**src/rtl/ctrl_decode_pipe_if.sv**
```systemverilog
// Handshake bundle between fetch, the control decoder and register-read/execute.
// slave is the decoder's view; master is the view of whatever drives and consumes it.
interface ctrl_decode_pipe_if #(
  parameter int OP_W     = 4,
  parameter int FN_W     = 4,
  parameter int ALU_OP_W = 6,
  parameter int PAY_W    = 32,
  parameter int CNT_W    = 16
);
  logic                in_valid;
  logic                in_ready;
  logic [OP_W-1:0]     opcode;
  logic [FN_W-1:0]     func;
  logic [PAY_W-1:0]    in_payload;
  logic                out_valid;
  logic                out_ready;
  logic [ALU_OP_W-1:0] ctrl_alu_op;
  logic [6:0]          ctrl_bundle;
  logic [PAY_W-1:0]    out_payload;
  logic                illegal;
  logic [CNT_W-1:0]    illegal_cnt;

  modport slave (
    input  in_valid, opcode, func, in_payload, out_ready,
    output in_ready, out_valid, ctrl_alu_op, ctrl_bundle, out_payload, illegal, illegal_cnt
  );

  modport master (
    output in_valid, opcode, func, in_payload, out_ready,
    input  in_ready, out_valid, ctrl_alu_op, ctrl_bundle, out_payload, illegal, illegal_cnt
  );
endinterface

```
**src/rtl/ctrl_decode_pipe.sv**
```systemverilog
// Registered opcode/func -> ALU op + control bundle decoder, 1-cycle latency.
// Two-entry skid (output reg + skid reg); in_ready is registered as !skid_valid.
module ctrl_decode_pipe #(
  parameter int OP_W       = 4,
  parameter int FN_W       = 4,
  parameter int ALU_OP_W   = 6,
  parameter int CMP_BASE   = 16,
  parameter int JAL_ALU_OP = 32,
  parameter int PAY_W      = 32,
  parameter int CNT_W      = 16
) (
  input  logic                clk,
  input  logic                reset,
  input  logic                flush,
  ctrl_decode_pipe_if.slave   bus
);
  localparam logic [OP_W-1:0] OP_ALUR   = OP_W'(0);
  localparam logic [OP_W-1:0] OP_CMPR   = OP_W'(2);
  localparam logic [OP_W-1:0] OP_SW     = OP_W'(5);
  localparam logic [OP_W-1:0] OP_BRANCH = OP_W'(6);
  localparam logic [OP_W-1:0] OP_ALUI   = OP_W'(8);
  localparam logic [OP_W-1:0] OP_LW     = OP_W'(9);
  localparam logic [OP_W-1:0] OP_CMPI   = OP_W'(10);
  localparam logic [OP_W-1:0] OP_JAL    = OP_W'(11);

  typedef struct packed {
    logic [ALU_OP_W-1:0] alu_op;
    logic [6:0]          bundle;
    logic                illegal;
    logic [PAY_W-1:0]    payload;
  } entry_t;

  entry_t           out_q, out_d, skid_q, skid_d, dec;
  logic             out_valid_q, out_valid_d;
  logic             skid_valid_q, skid_valid_d;
  logic [CNT_W-1:0] cnt_q, cnt_d;
  logic             up, down;
  logic [ALU_OP_W-1:0] func_ext, cmp_op;

  assign func_ext = ALU_OP_W'(bus.func);
  assign cmp_op   = ALU_OP_W'(CMP_BASE) + func_ext;

  always_comb begin
    dec         = '0;
    dec.payload = bus.in_payload;
    case (bus.opcode)
      OP_ALUR:   begin dec.alu_op = func_ext;               dec.bundle = 7'b0000001; end
      OP_ALUI:   begin dec.alu_op = func_ext;               dec.bundle = 7'b0000011; end
      OP_LW:     begin dec.alu_op = func_ext;               dec.bundle = 7'b0101011; end
      OP_SW:     begin dec.alu_op = func_ext;               dec.bundle = 7'b0000110; end
      OP_CMPR:   begin dec.alu_op = cmp_op;                 dec.bundle = 7'b0000001; end
      OP_CMPI:   begin dec.alu_op = cmp_op;                 dec.bundle = 7'b0000011; end
      OP_BRANCH: begin dec.alu_op = cmp_op;                 dec.bundle = 7'b0010000; end
      OP_JAL:    begin dec.alu_op = ALU_OP_W'(JAL_ALU_OP);  dec.bundle = 7'b1010011; end
      default:   dec.illegal = 1'b1;
    endcase
  end

  assign up   = bus.in_valid && !skid_valid_q;
  assign down = out_valid_q && bus.out_ready;

  always_comb begin
    out_d        = out_q;
    out_valid_d  = out_valid_q;
    skid_d       = skid_q;
    skid_valid_d = skid_valid_q;
    cnt_d        = cnt_q;
    if (flush) begin
      // Anything presented alongside a flush is dropped and not counted.
      out_valid_d  = 1'b0;
      skid_valid_d = 1'b0;
    end else begin
      if (up && dec.illegal && !(&cnt_q)) cnt_d = cnt_q + CNT_W'(1);
      if (!out_valid_q || down) begin
        if (skid_valid_q) begin
          out_d        = skid_q;
          skid_valid_d = 1'b0;
        end else if (up) begin
          out_d       = dec;
          out_valid_d = 1'b1;
        end else begin
          out_valid_d = 1'b0;
        end
      end else if (up) begin
        skid_d       = dec;
        skid_valid_d = 1'b1;
      end
    end
  end

  always_ff @(posedge clk) begin
    if (reset) begin
      out_q        <= '0;
      out_valid_q  <= 1'b0;
      skid_q       <= '0;
      skid_valid_q <= 1'b0;
      cnt_q        <= '0;
    end else begin
      out_q        <= out_d;
      out_valid_q  <= out_valid_d;
      skid_q       <= skid_d;
      skid_valid_q <= skid_valid_d;
      cnt_q        <= cnt_d;
    end
  end

  assign bus.in_ready    = !skid_valid_q;
  assign bus.out_valid   = out_valid_q;
  assign bus.ctrl_alu_op = out_q.alu_op;
  assign bus.ctrl_bundle = out_q.bundle;
  assign bus.out_payload = out_q.payload;
  assign bus.illegal     = out_q.illegal;
  assign bus.illegal_cnt = cnt_q;
endmodule

```
**src/flat_wrapper.sv**
```systemverilog
// flat-port wrapper written by rule: the top's interface ports become plain ports
module ctrl_decode_pipe_flat 
#(
  parameter int OP_W       = 4,
  parameter int FN_W       = 4,
  parameter int ALU_OP_W   = 6,
  parameter int CMP_BASE   = 16,
  parameter int JAL_ALU_OP = 32,
  parameter int PAY_W      = 32,
  parameter int CNT_W      = 16
)
  (clk, reset, flush, bus_in_valid, bus_opcode, bus_func, bus_in_payload, bus_out_ready, bus_in_ready, bus_out_valid, bus_ctrl_alu_op, bus_ctrl_bundle, bus_out_payload, bus_illegal, bus_illegal_cnt);
  ctrl_decode_pipe_if #(.OP_W(OP_W), .FN_W(FN_W), .ALU_OP_W(ALU_OP_W), .PAY_W(PAY_W), .CNT_W(CNT_W)) bus_i ();
  input  logic clk;
  input  logic reset;
  input  logic flush;
  input wire logic [$bits(bus_i.in_valid)-1:0] bus_in_valid;
  input wire logic [$bits(bus_i.opcode)-1:0] bus_opcode;
  input wire logic [$bits(bus_i.func)-1:0] bus_func;
  input wire logic [$bits(bus_i.in_payload)-1:0] bus_in_payload;
  input wire logic [$bits(bus_i.out_ready)-1:0] bus_out_ready;
  output wire logic [$bits(bus_i.in_ready)-1:0] bus_in_ready;
  output wire logic [$bits(bus_i.out_valid)-1:0] bus_out_valid;
  output wire logic [$bits(bus_i.ctrl_alu_op)-1:0] bus_ctrl_alu_op;
  output wire logic [$bits(bus_i.ctrl_bundle)-1:0] bus_ctrl_bundle;
  output wire logic [$bits(bus_i.out_payload)-1:0] bus_out_payload;
  output wire logic [$bits(bus_i.illegal)-1:0] bus_illegal;
  output wire logic [$bits(bus_i.illegal_cnt)-1:0] bus_illegal_cnt;
  assign bus_i.in_valid = bus_in_valid;
  assign bus_i.opcode = bus_opcode;
  assign bus_i.func = bus_func;
  assign bus_i.in_payload = bus_in_payload;
  assign bus_i.out_ready = bus_out_ready;
  assign bus_in_ready = bus_i.in_ready;
  assign bus_out_valid = bus_i.out_valid;
  assign bus_ctrl_alu_op = bus_i.ctrl_alu_op;
  assign bus_ctrl_bundle = bus_i.ctrl_bundle;
  assign bus_out_payload = bus_i.out_payload;
  assign bus_illegal = bus_i.illegal;
  assign bus_illegal_cnt = bus_i.illegal_cnt;
  ctrl_decode_pipe #(.OP_W(OP_W), .FN_W(FN_W), .ALU_OP_W(ALU_OP_W), .CMP_BASE(CMP_BASE), .JAL_ALU_OP(JAL_ALU_OP), .PAY_W(PAY_W), .CNT_W(CNT_W)) u_core (.clk(clk), .reset(reset), .flush(flush), .bus(bus_i));
endmodule
```
**config.mk**
```make
export PLATFORM = sky130hd
export DESIGN_NAME = ctrl_decode_pipe_flat
export DESIGN_NICKNAME = d
export VERILOG_FILES = /design/src/rtl/ctrl_decode_pipe_if.sv /design/src/rtl/ctrl_decode_pipe.sv /design/src/flat_wrapper.sv
export SDC_FILE = /design/constraint.sdc
export NUM_CORES = 1
export LEC_CHECK = 0
export BUFFER_PORTS_ARGS = -buffer_cell sky130_fd_sc_hd__buf_2
export CORE_MARGIN = 2
export CORE_UTILIZATION = 45
export CTS_CLUSTER_DIAMETER = 80
export CTS_CLUSTER_SIZE = 16
export DETAILED_ROUTE_END_ITERATION = 16
export GPL_ROUTABILITY_DRIVEN = 0
export PLACE_DENSITY = 0.69
export SYNTH_ARGS = -nofsm -noshare
export SYNTH_HDL_FRONTEND = slang
export SYNTH_SLANG_ARGS = --single-unit
```
**constraint.sdc**
```tcl
create_clock -name clk -period 3.1 [get_ports clk]
set_input_delay 0.155 -clock clk [delete_from_list [all_inputs] [get_ports clk]]
set_output_delay 0.155 -clock clk [all_outputs]
set_load 0.05 [all_outputs]
```
# After elaboration in Yosys (flattened, before gate mapping)

Index checks and enable logic that the tools add are counted.
Widths: inputs -> output; s select.

Equality and inequality tests: 7
Muxes and demuxes: 5
Add/subtract/negate cells: 2
Reduce and logical (&&, ||, !) cells: 18
Bitwise operators: 3

Operator list:

| kind                  | count |
|---|---|
| $pmux 13 s8           | 1 |
| $mux 46               | 2 |
| $add 16x1->16 const B | 1 |
| $eq 4x4->1 const B    | 4 |
| $reduce_and 16->1     | 1 |
| $eq 4x3->1 const B    | 2 |
| $reduce_or 8->1       | 1 |
| $add 5x4->6 const A   | 1 |
| $reduce_and 3->1      | 2 |
| $eq 4x2->1 const B    | 1 |
| $logic_and 1x1->1     | 4 |
| $logic_not 4->1       | 1 |
| $reduce_and 2->1      | 2 |
| $logic_not 1->1       | 3 |
| $not 1->1             | 3 |
| $reduce_or 3->1       | 1 |
| $mux 1                | 2 |
| $reduce_bool 2->1     | 1 |
| $reduce_or 2->1       | 1 |
| $logic_or 1x1->1      | 1 |

Output and inout port bits: 64
Input bits: 45
Word-level logic and storage cells: 46
Register bits: 110

# Logic depth before layout (Yosys ltp)

Gate-level depths: netlist of the first run.

Depth in word-level cells: 6
Depth in mapped cells: 8
Depth with buffers taken out: 5

# Least setup slack after synthesis of the first run

Ideal clock, no wire load.

Kind: register -> register
Start point: register u_core.cnt_q[6], in the netlist u_core.bus.illegal_cnt[6]
End point: register u_core.cnt_q[1], in the netlist u_core.bus.illegal_cnt[1]
Stages on the path, launching flop included: 8
Buffers on the path: 2
Data arrival time: 2,003 ps
Slack: 965 ps
Setup time: 132 ps
Clock period less this slack: 2,135 ps
Cell sequence: dfxtp_1 and4_1 nand4_1 nor3_2 buf_2 buf_4 nand3b_1 a21oi_1

Longest elaborated chain between the ends: 4

Ends and longest elaborated chain:

| what                              | line                    | text |
|---|---|---|
| start: declaration                | ctrl_decode_pipe.sv:36  | `logic [CNT_W-1:0] cnt_q, cnt_d;` |
| start signal: assignment          | ctrl_decode_pipe.sv:103 | `cnt_q <= cnt_d;` |
| $reduce_and 16->1                 | ctrl_decode_pipe.sv:73  | `if (up && dec.illegal && !(&cnt_q)) cnt_d = cnt_q + CNT_W'(1);` |
| $logic_not 1->1                   | ctrl_decode_pipe.sv:73  |  |
| $logic_and 1x1->1                 | ctrl_decode_pipe.sv:73  |  |
| $reduce_and 2->1 (no source line) | n/a                     |  |

No other way between the ends.
A chain may end at the register's enable or synchronous reset.

# Worst setup path in the final report of the first run

Start point: register u_core.skid_valid_q
End point: output bus_in_ready

Longest elaborated chain between the ends: 1

Ends and longest elaborated chain:

| what                     | line                    | text |
|---|---|---|
| start: declaration       | ctrl_decode_pipe.sv:35  | `logic skid_valid_q, skid_valid_d;` |
| start signal: assignment | ctrl_decode_pipe.sv:102 | `skid_valid_q <= skid_valid_d;` |
| $logic_not 1->1          | ctrl_decode_pipe.sv:107 | `assign bus.in_ready = !skid_valid_q;` |
| end: declaration         | flat_wrapper.sv:22      | `output wire logic [$bits(bus_i.in_ready)-1:0] bus_in_ready;` |

No other way between the ends.

==> results of run 1 <==
## synthesized netlist by cell type, types with 3 or more instances
| cell type | n | area (µm²) |
|---|---|---|
| nand4_1 | 3 | 18.8 |
| a21oi_1 | 62 | 310 |
| nor3_1 | 6 | 30.0 |
| a31oi_1 | 3 | 18.8 |
| mux2i_1 | 34 | 340 |
| buf_1 | 8 | 30.0 |
| nor4_1 | 3 | 18.8 |
| or4_1 | 9 | 67.6 |
| nand3_1 | 17 | 85.1 |
| a311oi_1 | 7 | 61.3 |
| dfxtp_1 | 106 | 2120 |
| buf_4 | 3 | 22.5 |
| clkbuf_1 | 30 | 113 |
| and3_1 | 4 | 25.0 |
| o21ai_0 | 4 | 20.0 |
| o31ai_1 | 9 | 67.6 |
| nor2_1 | 54 | 203 |
| a211oi_1 | 39 | 293 |
| o211ai_1 | 3 | 22.5 |
| and2_1 | 3 | 18.8 |
| nand2_1 | 90 | 338 |
| inv_1 | 6 | 22.5 |
## worst reg2reg max path: stages, from the launching register on
cell and delay (ps):
dfxtp_1 330, nand2b_1 160, o21ai_0 190, nor2_4 530, buf_4 360, nor2_1 60
a311oi_1 230
## sequential cells by signal (all words and copies together) (netlist names)
name / flops
u_core.skid_valid_q: 1
u_core.bus.illegal: 1
u_core.bus.out_valid: 1
u_core.skid_q: 44
u_core.bus.ctrl_alu_op: 5
u_core.bus.ctrl_bundle: 6
u_core.bus.out_payload: 32
u_core.bus.illegal_cnt: 16
## power groups by stage
stage               combinational, mW  sequential (mW)  clock, mW
CTS                             0.385             1.43      0.835
detailed placement              0.384             1.46          0
floorplan                       0.139             1.60          0
finish                          0.382             1.43      0.814
global placement                0.380             1.46          0
global route                    0.409             1.43      0.896
## path summary, 6_finish.rpt
check	endpoint	slack, ps	cells after the start
max	bus_in_ready	920	3
max reg2reg	u_core.bus.ctrl_alu_op[2]	1140	6
min	u_core.skid_q[4]	30	3
min reg2reg	u_core.skid_q[13]	460	2
## through the flow
| stage | worst slack, ps | cell area (µm²) | util, % | cells |
|---|---|---|---|---|
| floorplan | 965 | 4470 | - | 529 |
| global placement | 1210 | 5050 | 52.1 | 730 |
| detailed placement | 1120 | 5050 | 52.1 | 730 |
| CTS | 913 | 5240 | 54.1 | 746 |
| global route | 800 | 5240 | 54.1 | 746 |
| finish | 919 | 5240 | 54.1 | 746 |
## cell families (layout without fill, tap and decap cells)
group / after synthesis / after routing / share of synthesized area, %
simple gates: 201 / 201 / 20.2
compound gates: 136 / 136 / 19.6
flops: 106 / 106 / 47.5
buf+inv: 51 / 135 / 4.79
mux: 34 / 34 / 7.62
fa+ha+maj: 1 / 1 / 0.280
## layer usage
metal	GRT usage, %	routed length [µm]	up-vias	share of wire (%)
met5	0	0	-	0
met4	5.02	115	0	1.1
met3	5.54	547	9	5.4
met2	32.2	4880	93	48
met1	23.1	4650	1829	46
li1	-	-	2043	-
## final cells by class
class / instances / area [µm²]
timing repair buffer: 113 / 593
multi-input combinational: 372 / 2140
clock inverter: 4 / 35.0
fill: 957 / 4440
sequential: 106 / 2120
clock buffer: 12 / 155
tap: 133 / 166
inverter: 6 / 22.5
==> flow_results.org, run 1 <==
** Status
- The flow ran to the end, and the final reports show no timing, DRC or antenna violations.

** Global route
- Overall Global Routing Usage :: 18.8%
- First-pass GRT wire length :: 16900 µm
- Number of global-route vias before repair :: between 3000 and 4000
- Entering global routing, the biggest net connects 107 pins.
- Initial antenna violation count :: 0
- Global routing finished with a remaining overflow of 0.

** Clock network
- CTS tree :: built
- Once the clock tree was built, the resizer swapped 0 gates to a different size.
- Clock slew seen by the registers of the worst setup and hold paths :: 100 ps
- Post-CTS setup repair buffer count :: 0
- The root buffer cell chosen for the clock tree is clkbuf_8.
- Clock Sink Count :: 106
- Clock latency of the later-clocked register in the worst-skew pair :: about 360 ps
- No sink is reached through more buffers than the 2 on the longest clock path.
- H-tree levels :: 3
- Quantity of hold-fixing buffers added after cts :: 0
- Buffers inserted during clock tree synthesis total 9.

** Setup path
- STA classifies the critical path endpoint as an output pin.
- STA classifies the critical path startpoint as a register.
- Crit Reg-Reg Startpoint :: u_core.bus.out_valid
- Arrival time at the worst endpoint :: slightly above 2000 ps
- Slowest cell on the critical path :: buf_4
- Launch point of the critical path :: u_core.skid_valid_q
- Start-to-end type of the worst setup path :: reg -> out
- Kind of cell with the highest combined delay on the critical path :: buffers and inverters
- Slowest Stage Delay on Critical Path :: 550 ps
- Buf+Inv Stages, Crit Path :: 3
- Walking the worst path, the cells encountered are buf_4 > inv_1 > buf_2.
- Highest net fanout along the worst path :: 46
- Data on the critical path is required at its endpoint by 2940 ps.

** Route
- The routed layout has just under 4000 vias.
- After detailed routing, the number of vias per cell comes to 5.33.
- For this run, design rule violations remaining after detail routing come to 0.
- Summed over all layers, the routed wires come to 10200 µm.
- In the final routed layout, each cell accounts on average for 13.7 µm.
- Pre-antenna DRT Iters :: 4
- In this run, the number of DRC markers left after iteration 0 of detailed routing was between 150 and 200.
- Post-route ant nets :: 0

** STA
- The count of pins over their slew limit was 0.
- Between clock sinks in the finished design, the worst skew comes to ~12 ps.
- Period utilization :: approximately 70%
- Setup violations remaining at the end of the flow were counted as 0.
- Across all hold checks on the routed design, the worst slack comes to 29.7 ps.
- Setup repair after global routing left no endpoint under its margin.
- For this run, the top clock speed supported by timing is 458 MHz.
- Final hold violation count :: 0
- In this run the tightest slew margin relative to its limit is 27.9%.
- The routed design could run at a clock period as short as ~2200 ps.
- At the pin with the least slew margin, the transition time is 1080 ps.
- After routing, the total negative slack on setup checks comes to 0 ps.

** Placed design
- In this run the tool buffered the top-level ports with 108 buffer cells.
- Half-perimeter wire length after placement :: around 6700 µm

** Final layout
- Most common cell after layout, fill and taps aside :: buf_2
- The top cell types in the final layout, fill and taps aside, are buf_2 (107), dfxtp_1 (105), nand2_1 (90), a21oi_1 (62), nor2_1 (52).
- 0 antenna diodes ended up in the layout.
- Synth-to-Final Area Change :: 17.3%
- Cells with a size suffix above 1 make up 22.3% of the layout.
- Total number of nets in the final design :: roughly 650

** Synthesis
- Counting flops with a built-in enable in the synthesized netlist gives 0.
- After synthesis, the mean cell area works out to about 8.4 µm².
- Fraction of registers with async set/reset :: 0%
- Yosys mapped the design onto 44 distinct sky130hd cell types.
- Number of instances in the synthesized netlist :: 529
- The synthesized design contains 106 register bits.
- After synthesis, flip-flops and latches occupy 47.5% of the total area.
- Mapped Area :: 4470 µm²
- The number of nets handed over by synthesis was 575.
- Primary flip-flop cell chosen by synthesis mapping :: dfxtp_1
- Warnings from Yosys :: 0

** Power
- The internal power of the cells totals 1.85 mW.
- Switching power :: 772 µW
- Of the total power, combinational logic draws 14.6%.
- The analysis attributes to cell leakage a power of about 1.9 nW.
- Switching part of the total power :: 29.4%
- Registers are responsible for 54.4% of the overall power.
- In this run, the clock network consumes 31.0% of the power.
- IR analysis of the VDD net gives a maximum drop of 0.250 mV.
- Total power for the finished layout comes to 2.62 mW.
- Total power density per cell area :: 501 nW/µm²

** Run
- # Max-Cap Violations :: 0

** Floorplan
- The core region is 9680 µm².
- Starting density of the core :: 46.1%
- Vertical die dimension :: 104 µm
- In this run the count of I/O pins placed on the die edge is 109.
- X dimension of the die :: between 100 and 150 µm
- Number of standard-cell rows in the floorplan :: 36
- Die ar. :: 10700 µm²

** Hold path
- Class of the worst hold path :: in -> reg
- In this run the most critical hold path is launched from bus_in_payload[4].
Power figures use the tool's default switching activity.
==> run 2, diff against run 1 <==
Settings changed: PLACE_DENSITY 0.69 to 0.72.
Clock period 3.1 ns to 1.95 ns, I/O delays scaled along.
==> run 2 against run 1 <==
Against the previous run:
- critical endpoint is now u_core.bus.illegal_cnt[9]
- sequential share of layout area fell by 3.2 points
- critical path depth rose by 3
- largest power group unchanged
- non-clock buffer count rose by 46
- sequential cell count did not move
- clock power rose by 55%
- combinational power rose by 79%
- clock skew fell by 4.0 ps
- critical path type is now in -> reg
- highest routed layer unchanged
- largest cell class unchanged
==> flow_results.org, run 2 (synthesized netlist as in run 1, its figures left out) <==
** Status
- The flow ran to the end, and the final reports show no timing, DRC or antenna violations.

** Floorplan
- The floorplan die height is 104 µm (unchanged).
- Number of standard-cell rows in the floorplan :: 36 (unchanged)
- CORE AREA :: 9680 µm² (unchanged)
- The total die area was 10700 µm² (unchanged).
- X dimension of the die :: 104 µm (unchanged)
- Starting density of the core :: 46.1% (unchanged)
- Num ports :: 109 (unchanged)

** Run
- # Max-Cap Violations :: 0 (unchanged)

** STA
- The slack of the critical path is 89.4 ps (-829 ps).
- The count of pins over their slew limit came to 0 (unchanged).
- The worst relative slew slack came to 61.0% (+33 points).
- The final total negative setup slack is 0 ps (unchanged).
- Minimum period implied by the final worst setup slack :: 1860 ps
- The worst hold margin is 21.3 ps (-8.35 ps).
- Setup skew after layout :: 7.82 ps (-3.95 ps)
- Final hold violation count :: 0 (unchanged)
- RSZ-0062 raised after global routing :: false
- Final setup violating endpoints :: 0 (unchanged)
- Slew at the pin with the worst max-slew slack :: 585 ps (-497 ps)
- Achievable clock frequency :: 537 MHz
- Dividing the final minimum period by the clock period gives 95.4%.

** Route
- The average wire per standard cell came to 13.7 µm (+0.31%).
- The final wirelength came to 10900 µm (+6.6%).
- Post-route ant nets :: 0 (unchanged)
- Routed vias :: 4139 (+4.2%)
- Remaining routing DRC violations :: 0 (unchanged)
- The detailed-routing iteration count for the pre-antenna-repair pass is 4 (unchanged).
- DRC violation total after the first TritonRoute iteration :: 139 (-16%)
- Average vias per placed instance :: 5.22 (-2.0%)

** Clock network
- The total CTS buffers came to 9 (unchanged).
- The number of sinks on the clock net is 106 (unchanged).
- TritonCTS built the clock tree.
- The CTS H-tree depth was 3 (unchanged).
- The clock insertion delay at the later pin of the skew report came to 370 ps (about the same).
- Clock slew seen by the registers of the worst setup and hold paths :: 100 ps (about the same)
- Max clock buf depth :: 2 (unchanged)
- Root Driver :: clkbuf_8

** Global route
- Pin count of the biggest net entering global routing :: 88 (-18%)
- The initial antenna violation count is 0 (unchanged).
- Sum of overflow across all layers after global routing :: 0 (unchanged)
- Number of global-route vias before repair :: 3927 (+10%)
- The wire length of the first global-routing pass came to 18100 µm (+7.3%).
- The overall global routing resource usage came to 20.1% (+1.3 points).

** Final layout
- Antenna Diode Count :: 0 (unchanged)
- Register ranked first by flip-flop count :: u_core.skid_q
- Total number of nets in the final design :: 701 (+7.2%)
- The proportion of layout cells with a drive suffix above 1 was 23.9% (+1.6 points).
- Final cell utilization of the core :: 59.1% (+5.0 points)
- Final instance area :: 5730 µm² (+9.3%)
- Most common cell after layout, fill and taps aside :: buf_2
- Flip-flop count of the largest register after layout :: 44 (unchanged)
- The count of placed standard cells in the final layout, fillers left out was 793 (+6.3%).
- The register area is 2130 µm² (+0.53%).
- Synth-to-Final Area Change :: 28.2%
- The number of inserted filler cells in the final layout is 880 (-8.0%).
- Combined area of the multi-input logic cells :: 2170 µm² (+1.3%)
- In the layout the commonest cells are buf_2 (107), dfxtp_1 (96), nand2_1 (90), a21oi_1 (61), nor2_1 (52).

** Power
- The maximum ir drop on the vdd rail came to 0.367 mV (+47%).
- Total power density per cell area :: 736 nW/µm² (+47%)
- The total power was 4.21 mW (+61%).
- LEAKAGE :: 2.14 nW (+11%)

** Setup path
- The count of buffering cells on the critical path with inverters included came to 2 (-1).
- Grouping stages by cell kind, the critical path spends the most delay in simple AND/OR/NAND/NOR gates.
- Slowest Stage Delay on Critical Path :: 530 ps (-20 ps)
- Launch point of the critical path :: flush
- Arrival time at the worst endpoint :: 2150 ps (+120 ps)
- In this run the critical register-to-register path is launched from u_core.bus.illegal_cnt[6].
- Traced cell by cell, the critical path runs through dlygate4sd3_1 > buf_2 > or3b_4 > a21o_4 > or4_1 > a21oi_1.
- Type of destination of the critical path :: register
- The required time of the worst setup path was 2240 ps (-700 ps).
- Start-to-end type of the worst setup path :: in -> reg
- The slowest stage of the critical path belongs to the cell dlygate4sd3_1.
- The maximum fanout along the worst path came to 13 (-72%).
- Critical Path Start Type :: input port

** Placed design
- Total placed instance area :: 5130 µm² (+1.7%)
- The post-DP HPWL is 6980 µm (+4.7%).
- The pre-CTS worst setup slack came to 83.7 ps (-1040 ps).
- Placed Cells incl. Taps :: 738 (+1.1%)
- Quantity of I/O buffers inserted on ports :: 108 (unchanged)

** Hold path
- Hold path startpoint :: bus_in_valid
- Class of the worst hold path :: in -> reg
-- run 2: cell types whose count changed in the layout (fill, tap and decap cells not counted), sizes merged --
cell / before / now
a21o: 1 / 2
buf: 113 / 122
clkbuf: 12 / 10
clkinv: 1 / 2
clkinvlp: 2 / 0
dlygate4sd3: 0 / 37
inv: 7 / 10
-- run 2: metal layers --
layer | wire length (µm) | GRT usage (%) | vias up
met5 | 0 | 0 | -
met4 | 129 | 6.47 | 0
met3 | 510 | 4.41 | 11
met2 | 5370 | 34.7 | 103
met1 | 4860 | 25.1 | 1887
li1 | - | - | 2138
-- run 2: what timing repair did --
action / CTS / global route
hold endpoints to repair: 38 / 0
setup buffers: 0 / 1
hold buffers: 37 / 0
gates resized for setup: 0 / 4
endpoints found under the setup margin: 0 / 11
-- run 2: final cells by class --
cell class / count / area share, %
multi-input cells: 373 / 38.0
flip-flops and latches: 106 / 37.3
repair buffers: 159 / 18.3
well taps: 133 / 2.91
clock buffers: 10 / 2.23
clock inverters: 6 / 0.961
inverters: 6 / 0.393
-- run 2: final timing paths --
path	slack (ps)	cells after the start	to
setup / recovery	90	6	u_core.bus.illegal_cnt[9]
hold / removal	20	3	u_core.skid_valid_q
setup reg to reg	130	5	u_core.bus.illegal_cnt[15]
hold reg to reg	460	2	u_core.skid_q[30]
-- run 2: worst register-to-register path, cell delays in order (launching register included) --
cell and delay (ps):
dfxtp_2 390, and4_1 240, nand4_1 280, a2111oi_4 480
a31oi_1 140, a211oi_1 210
-- run 2: report_power, final --
part           total (mW)  switching (mW)  internal (mW)
Clock                1.26           0.766          0.493
Combinational       0.683           0.461          0.222
Sequential           2.27          0.0368           2.23
==> run 3, diff against run 2 <==
Settings changed: CELL_PAD_IN_SITES_DETAIL_PLACEMENT from default to 2, CELL_PAD_IN_SITES_GLOBAL_PLACEMENT from default to 2, CORE_UTILIZATION 45 to 28, PLACE_DENSITY 0.72 to default, PLACE_DENSITY_LB_ADDON from default to 0.1.
==> run 3 against run 2 <==
Against the previous run:
- die area up 58%
- register-to-register slack hardly changed
- via count grew 3.5%
- clock skew is 1.4 ps lower
- combinational power shrank 2%
- sequential share of layout area is 0.54 points lower
- critical path depth unchanged
- sequential power is essentially flat
- global-route usage decreased by 3.1 points
- non-clock buffer count shrank 18
- critical endpoint unchanged
==> flow_results.org, run 3 (synthesized netlist as in run 1, its figures left out) <==
** Floorplan
- The overall die width came to 130 µm (+26%).
- Die ar. :: 17000 µm² (+58%)
- The row count came to 46 (+28%).
- CORE AREA :: 15700 µm² (+62%)
- The initial cell density of the core is 28.4% (-18 points).
- The floorplan die height was 130 µm (+26%).
- Num ports :: 109 (unchanged)

** Power
- The combinational share of power is 13.4% (-2.8 points).
- LEAKAGE :: 2.14 nW (+0.14%)
- Internal power summed over all cells :: 3.66 mW (+24%)
- The fraction of power spent switching nets was 26.7% (-3.3 points).
- The clock group share of total power came to 41.1% (+11 points).
- The net switching power is 1.34 mW (+5.6%).
- The sequential fraction of design power is 45.4% (-8.5 points).
- Peak supply drop :: 0.391 mV (+6.3%)
- Total power density per cell area :: 860 nW/µm² (+17%)

** Hold path
- The tightest min-delay check is of the in -> reg type.
- Number of cells on the worst hold path :: 3 (unchanged)

** Final layout
- The number of inserted filler cells in the final layout came to 1812 (+110%).
- FF+latch area :: 2130 µm² (unchanged)
- Total number of nets in the final design :: 683 (-2.6%)
- Relative to the synthesized area, the layout overhead comes to 30.1%.
- Most frequent cells in the layout :: buf_2 (107), dfxtp_1 (96), nand2_1 (90), a21oi_1 (62), nor2_1 (52)
- Most common cell after layout, fill and taps aside :: buf_2
- Non-filler instance count after layout :: 859 (+8.3%)
- More flip-flops sit in one register than any other, and that register is u_core.skid_q.
- Fraction of final layout cells with drive strength greater than 1 :: 24.5% (+0.52 points)
- Flip-flop count of the largest register after layout :: 44 (unchanged)
- The area of combinational cells with multiple inputs was 2150 µm² (-0.92%).

** Route
- Pre-antenna DRT Iters :: 4 (unchanged)
- The final routed DRC violation total was 0 (unchanged).
- DRC violation total after the first TritonRoute iteration :: 145 (+4.3%)
- The average wire per standard cell was 16.5 µm (+20%).
- The post-detailed-route count of antenna-violating nets was 0 (unchanged).
- Average vias per placed instance :: 4.99 (-4.4%)
- The number of vias in the routed layout was 4285 (+3.5%).
- The final wirelength was 14200 µm (+30%).

** Global route
- Number of global-route vias before repair :: 4468 (+14%)
- The largest net degree at the start of global routing is 88 (unchanged).
- First-pass GRT wire length :: 22700 µm (+26%)
- Overall Global Routing Usage :: 17.0% (-3.1 points)
- Sum of overflow across all layers after global routing :: 0 (unchanged)
- Initial antenna violation count :: 1 (+1)

** Setup path
- The arrival time reported for the critical path endpoint came to 2160 ps (about the same).
- STA classifies the critical path endpoint as a register.
- Start-to-end type of the worst setup path :: in -> reg
- The length in cells of the worst reg-to-reg path is 6 (+1).
- Required time at the endpoint of the critical path :: 2230 ps (about the same)
- The worst setup path is launched from an input port.
- Highest net fanout along the worst path :: 13 (unchanged)

** Placed design
- Half-perimeter wire length after placement :: 9360 µm (+34%)
- The cell count after placement came to 822 (+11%).
- Quantity of I/O buffers inserted on ports :: 108 (unchanged)

** STA
- The maximum frequency from static timing analysis is 531 MHz (-1.3%).
- Final hold violation count :: 0 (unchanged)
- The actual slew at the worst max-slew pin was 599 ps (+14.4 ps).
- The final number of setup-violating endpoints was 0 (unchanged).
- Relative slew margins :: 60.1% (-0.96 points)
- Final-report max-slew violation count :: 0 (unchanged)
- Minimum period implied by the final worst setup slack :: 1880 ps (+23.8 ps)
- Period utilization :: 96.6% (+1.2 points)
- Setup repair after global routing left no endpoint under its margin.
- The final total negative setup slack is 0 ps (unchanged).
- The clock skew came to 6.42 ps (-1.40 ps).

** Clock network
- Clock slew seen by the registers of the worst setup and hold paths :: 70 ps (-30 ps)
- The total CTS buffers came to 9 (unchanged).
- Root Driver :: clkbuf_16
- TritonCTS built the clock tree.
- Clock Sink Count :: 106 (unchanged)
- H-tree levels :: 3 (unchanged)
- Count of cells resized by post-cts repair :: 0 (unchanged)
- The number of buffers between clock root and the deepest sink was 2 (unchanged).
- The clock insertion delay at the later pin of the skew report is 350 ps (-20 ps).

** Status
- The flow ran to the end, and the final reports show no timing, DRC or antenna violations.

** Run
- # Max-Cap Violations :: 0 (unchanged)
[run 3: critical path: stages]
cell and delay, ps:
dlygate4sd3_1 520, buf_2 160, or3b_4 440, a21o_4 260, or4_1 530, a21oi_1 150
[run 3: per-layer routing]
metal | GRT usage (%) | wire, µm | vias to the layer above
li1 | - | - | 2098
met1 | 21.4 | 6370 | 2102
met2 | 28.9 | 7070 | 68
met3 | 2.87 | 478 | 17
met4 | 6.83 | 253 | 0
met5 | 0 | 0 | -
[run 3: power by group through the flow]
stage	Clock (mW)	Sequential (mW)	Combinational (mW)
global route	2.23	2.28	0.729
floorplan	0	2.54	0.222
finish	2.06	2.27	0.671
global placement	0	2.32	0.631
detailed placement	0	2.32	0.646
CTS	2.14	2.27	0.677
[run 3: cell type report]
class	count	area share, %
multi-input cells	373	37.1
inverters	6	0.388
flip-flops and latches	106	36.7
clock inverters	4	1.25
repair buffers	141	15.3
well taps	216	4.65
clock buffers	12	4.59
diodes	1	0.0431
[run 3: per-stage QoR]
| stage | setup WS [ps] | instance area (µm²) | hold slack [ps] | util, % | total power [mW] |
|---|---|---|---|---|---|
| 3_3_place_gp | 195 | 5270 | 342 | 33.5 | 2.95 |
| 6_report | 65.6 | 5810 | 10.5 | 37.0 | 5.00 |
| 4_1_cts | 48.9 | 5800 | 1.12 | 36.9 | 5.09 |
| 3_5_place_dp | 120 | 5270 | 349 | 33.5 | 2.97 |
| 5_1_grt | 16.7 | 5810 | 16.2 | 37.0 | 5.24 |
| 2_1_floorplan | 29.2 | 4480 | 176 | - | 2.76 |
[run 3: worst paths after layout]
path,start,to,slack (ps)
max,flush,u_core.bus.illegal_cnt[9],70
min,bus_in_payload[14],u_core.skid_q[14],10
max reg2reg,u_core.bus.illegal_cnt[6],u_core.bus.illegal_cnt[13],120
min reg2reg,u_core.skid_q[41],u_core.skid_q[41],460
[run 3: repair_timing]
action	in CTS	in global routing
hold buffers	19	0
endpoints found under the hold margin	20	0
endpoints found under the setup margin	0	3
setup buffers	0	0
